==> config.mk <==
export PLATFORM = sky130hd
export DESIGN_NAME = font_glyph_renderer
export DESIGN_NICKNAME = d
export VERILOG_FILES = /design/src/rtl/font_glyph_renderer.sv
export SDC_FILE = /design/constraint.sdc
export NUM_CORES = 1
export LEC_CHECK = 0
export ABC_CLOCK_PERIOD_IN_PS = 6200
export BUFFER_PORTS_ARGS = -buffer_cell sky130_fd_sc_hd__buf_4
export CORE_MARGIN = 1
export CORE_UTILIZATION = 62
export CTS_BUF_LIST = sky130_fd_sc_hd__clkbuf_16
export CTS_CLUSTER_DIAMETER = 150
export CTS_CLUSTER_SIZE = 40
export DETAILED_ROUTE_END_ITERATION = 6
export HOLD_SLACK_MARGIN = 0.05
export PLACE_DENSITY = 0.88
export SYNTH_ARGS = -nofsm -noshare
export SYNTH_HDL_FRONTEND = slang
export SYNTH_SLANG_ARGS = --single-unit
export TNS_END_PERCENT = 50
==> constraint.sdc <==
create_clock -name clk -period 6.2 [get_ports clk]
set_input_delay 0.62 -clock clk [delete_from_list [all_inputs] [get_ports clk]]
set_output_delay 0.62 -clock clk [all_outputs]
set_load 0.005 [all_outputs]
==> src/rtl/font_glyph_renderer.sv <==
// Font glyph renderer: reads one glyph row at a time from a synchronous font ROM
// and streams its pixels MSB first over a valid/ready handshake. Row r+1 is
// prefetched into a next-row buffer while row r shifts, so rows run back to back.
module font_glyph_renderer #(
  parameter int GLYPH_ROWS = 16,
  parameter int ROW_BITS   = 32
) (
  input  logic                clk,
  input  logic                reset_n,
  input  logic                req_valid,
  output logic                req_ready,
  input  logic [3:0]          req_glyph,
  output logic [7:0]          rom_ad,
  output logic                rom_ce,
  output logic                rom_oce,
  input  logic [ROW_BITS-1:0] rom_dout,
  output logic                pix_valid,
  input  logic                pix_ready,
  output logic                pix_data,
  output logic                pix_eol,
  output logic                pix_eog
);

  localparam logic [4:0] LAST_COL = 5'(ROW_BITS - 1);
  localparam logic [3:0] LAST_ROW = 4'(GLYPH_ROWS - 1);

  typedef enum logic [1:0] {
    IDLE  = 2'd0,
    FIRST = 2'd1,
    LOAD  = 2'd2,
    SHIFT = 2'd3
  } state_t;

  state_t              state;
  logic [3:0]          glyph;
  logic [4:0]          col;
  logic [3:0]          row;
  logic [ROW_BITS-1:0] shreg;
  logic [ROW_BITS-1:0] nbuf;
  logic                nbuf_full;
  logic                pf_p1;

  // Request, ROM read sequencing, row prefetch and pixel shifting in one registered FSM
  always_ff @(posedge clk or negedge reset_n) begin
    if (!reset_n) begin
      state     <= IDLE;
      req_ready <= 1'b0;
      pix_valid <= 1'b0;
      glyph     <= '0;
      col       <= '0;
      row       <= '0;
      shreg     <= '0;
      nbuf      <= '0;
      nbuf_full <= 1'b0;
      pf_p1     <= 1'b0;
      rom_ce    <= 1'b0;
      rom_ad    <= '0;
    end else begin
      // Read strobes are single-cycle pulses; address is parked at zero otherwise
      rom_ce <= 1'b0;
      rom_ad <= '0;
      // A prefetch read issued last cycle has its data on rom_dout now
      pf_p1  <= rom_ce && (state == SHIFT);
      if (pf_p1 && !nbuf_full) begin
        nbuf      <= rom_dout;
        nbuf_full <= 1'b1;
      end

      case (state)
        IDLE: begin
          req_ready <= 1'b1;
          if (req_valid && req_ready) begin
            glyph     <= req_glyph;
            req_ready <= 1'b0;
            col       <= '0;
            row       <= '0;
            rom_ce    <= 1'b1;
            rom_ad    <= {req_glyph, 4'd0};
            state     <= FIRST;
          end
        end

        FIRST: state <= LOAD;

        LOAD: begin
          shreg     <= rom_dout;
          pix_valid <= 1'b1;
          state     <= SHIFT;
          if (GLYPH_ROWS > 1) begin
            rom_ce <= 1'b1;
            rom_ad <= {glyph, 4'd1};
          end
        end

        SHIFT: begin
          if (pix_ready) begin
            if (col == LAST_COL) begin
              col <= '0;
              if (row == LAST_ROW) begin
                row       <= '0;
                nbuf_full <= 1'b0;
                pix_valid <= 1'b0;
                req_ready <= 1'b1;
                state     <= IDLE;
              end else begin
                row       <= row + 4'd1;
                shreg     <= nbuf;
                nbuf_full <= 1'b0;
                // Prefetch the row after the one being entered, unless it is the last
                if ((row + 4'd1) < LAST_ROW) begin
                  rom_ce <= 1'b1;
                  rom_ad <= {glyph, row + 4'd2};
                end
              end
            end else begin
              col   <= col + 5'd1;
              shreg <= {shreg[ROW_BITS-2:0], 1'b0};
            end
          end
        end

        default: state <= IDLE;
      endcase
    end
  end

  assign rom_oce  = 1'b1;
  assign pix_data = shreg[ROW_BITS-1];
  assign pix_eol  = pix_valid && (col == LAST_COL);
  assign pix_eog  = pix_eol && (row == LAST_ROW);

endmodule

==> qor.yml <==
avgRoutedWirePerCell_um: 18.25
slowest_stage: "or2_1"
final_antenna_net_count: 0
yosys-top-cells-area: "dfrtp_1, mux2_2, o32ai_1"
timing.final.setup_violations: 0
timing.rr.start: "col[0]"
io_pins: 55
path_clk_slew_ps: 70
power.share.switching: 0.3542
route.vias.total: 3402
drv_slew: 0
leakage_nw: 2.261
floorplan.die.height_um: 87.17
internal_power_mw: 1.675
p_comb_frac: 0.368
wirelength_met1_um: 4217
fmax_ghz: 0.3023
port_buffers: 53
max_cap_viol_count: 0
syn_area_per_cell_um2: 11.21
filler_cell_count: 478
critical-path-max-stage-delay_ps: 910
post_cts_setup_bufs: 0
clock_power_share: 0.230
synth.top_cell.area_share: 0.5120
area_growth_synth_to_finish_pct: 16.22
clock_tree.htree_level_count: 3
gpl.final_weighted_congestion: 0.8229
vias_per_cell: 6.288
detailed_place.area_um2: 4901
grt_remaining_overflow: 0
postLayoutSetupSlackWorst_ps: 2892
seq_power_share: 0.402
grt_start_max_net_pins: 54
dr.max_layer_used: "met4"
initialDrtViolationCount: 209
layout_min_cycle_time_ps: 3308
core_rows: 30
synthFlopType: "dfrtp_1"
detailedPlace.worstSlack_ps: 2971
initial_utilization: 0.6511
final.period_utilization: 0.5336
dp_hpwl_um: 6065
synth_top_cell_by_area: "dfrtp_1"
tritoncts.num_buffers: 9
synth.yosys.seq_area_share: 0.5120
critical_path.cell_chain: "ha_1 -> and3_1 -> ha_2 -> and4_4 -> or2_1 -> o22ai_1 -> nor2_1"
synth-warning-count: 0
clock-skew-final_ps: 5.104
crit_path_end_kind: "register"
die_area_um2: 7598
grt_pass1_vias: 3396
switchingPower_mw: 0.9188
cp-start-kind: "register"
layout.nets: 489
max-vdd-ir-drop_uv: 249.8
clockRootBuffer: "clkbuf_16"
postSynthCellCount: 401
grt_usage: 0.2795
pwr_density_cell_nw_per_um2: 496.3
route.met3.wl_um: 469
number_of_synthesized_flops_with_an_enable_pin: 0
synthesis.area_um2: 4497
grt_setup_unrepaired: "no"
crit_arrival_ps: 3580
async_reset_ff_frac: 1.000
timing.critical_path.required_ps: 6470
synth_nets: 450
setup_tns_ps: 0
tightestPinTransition_ps: 1193
die_w_um: 87.17
post_cts_resize_count: 0
drtPass1Iterations: 5
post-route-cell-area_um2: 5226
layout.cells.most_common: "dfrtp_1"
sequential_cell_area_um2: 2302
finalNonFillerCells: 541
grt_first_pass_wirelength_um: 16190
core_region_area_um2: 6907
layout_cell_share_with_drive_strength_beyond_1: 0.3191
placed_cells_incl_taps: 525
report.final.hold_viol_count: 0
multiInputGateArea_um2: 2024
max-slew-margin-rel: 0.2029
final_cell_mix: "dfrtp_1, mux2_2, buf_4"
cts_max_path_buffers: 2
timing.critical_path.fanout_max: 42
p_total_mw: 2.594
met2WireLength_um: 5011
postRouteWirelength_um: 9871
cts-hold-fix-buffers: 0
worstSkewPairLatency_ps: 350
post-route-drc-count: 0
worst-setup-path-type: "reg -> reg"
grt_antenna_before_repair: 0
yosys.cell_types.count: 45
antenna_cells: 0
cts_tree: "done"
synth.ff_latch_count: 92
sink_count: 92
timing.critical_path.from: "col[0]"
run_status: "finished clean"
min-delay-path-class: "in -> async"
-- worst max-delay path: cells and delay by family (launching register included) --
family	cells	cell delay, ps
AO/OA/AOI/OAI	1	170
adder cells (fa/ha/maj)	2	1030
flip-flops	1	390
AND/OR/NAND/NOR	4	1650
-- logic make-up after synthesis --
logic type / count (synthesis) / share of synthesized area
buffers and inverters: 35 / 0.03979
adders and majority gates: 9 / 0.02504
and+or+nand+nor: 104 / 0.1074
muxes: 63 / 0.1578
AOI/OAI and AO/OA: 95 / 0.1533
DFF: 92 / 0.5120
other: 1 / 0.0008339
xor gates and xnor gates: 2 / 0.003896
-- flip-flops by register name, indices dropped and copies added (netlist names) --
register,cells
nbuf_full,1
pf_p1,1
rom_ad,8
state,2
rom_ce,1
pix_valid,1
shreg,32
col,5
req_ready,1
nbuf,32
row,4
glyph,4
-- routing by layer --
layer	up-vias	global-route usage
met5	-	0
li1	1576	-
met3	17	0.05782
met2	111	0.4689
met1	1698	0.3601
met4	0	0.1043
-- power groups by stage --
stage | logic, mW | registers (mW) | clock network [mW]
after floorplan | 0.744 | 0.990 | 0
after CTS | 0.950 | 1.04 | 0.599
final | 0.953 | 1.04 | 0.597
after detailed placement | 0.936 | 1.04 | 0
after global placement | 0.886 | 1.03 | 0
after global routing | 1.05 | 1.08 | 0.626
-- final cells by class --
class	instances	area share
Clock inverter	7	0.01915
Clock buffer	9	0.04309
Sequential cell	92	0.4405
Timing Repair Buffer	58	0.08331
Inverter	5	0.003591
Multi-Input combinational cell	274	0.3874
Tap cell	96	0.02298
-- per-stage QoR --
step	util	hold WS (ps)
floorplan	-	324.4
global placement	0.7096	466.7
detailed placement	0.7096	471.1
CTS	0.7567	257.3
global route	0.7567	283.9
finish	0.7567	232.9
-- synthesized netlist by cell type, types with 4 or more instances --
cell type and count:
nand4b_1 4, and2_1 5, o32ai_1 32, o22ai_1 30, inv_1 5, buf_4 4, o21ai_0 10, clkbuf_1 5
o211ai_1 4, buf_2 19, mux2_2 61, nand2_1 33, dfrtp_1 92, ha_1 9, a21oi_1 4, nor2_1 35
nand3_1 7, nor3_1 6
-- final timing paths --
| check | end | slack, ps | cells after the start |
|---|---|---|---|
| min | rom_ad[3] | 230 | 1 |
| min reg2reg | col[3] | 480 | 1 |
| max reg2reg | shreg[9] | 2890 | 7 |
| max in group asynchronous | shreg[7] | 4930 | 2 |
| max | shreg[9] | 2890 | 7 |
| min in group clk | col[3] | 480 | 1 |
No activity file was read; power rests on OpenSTA's default activity.
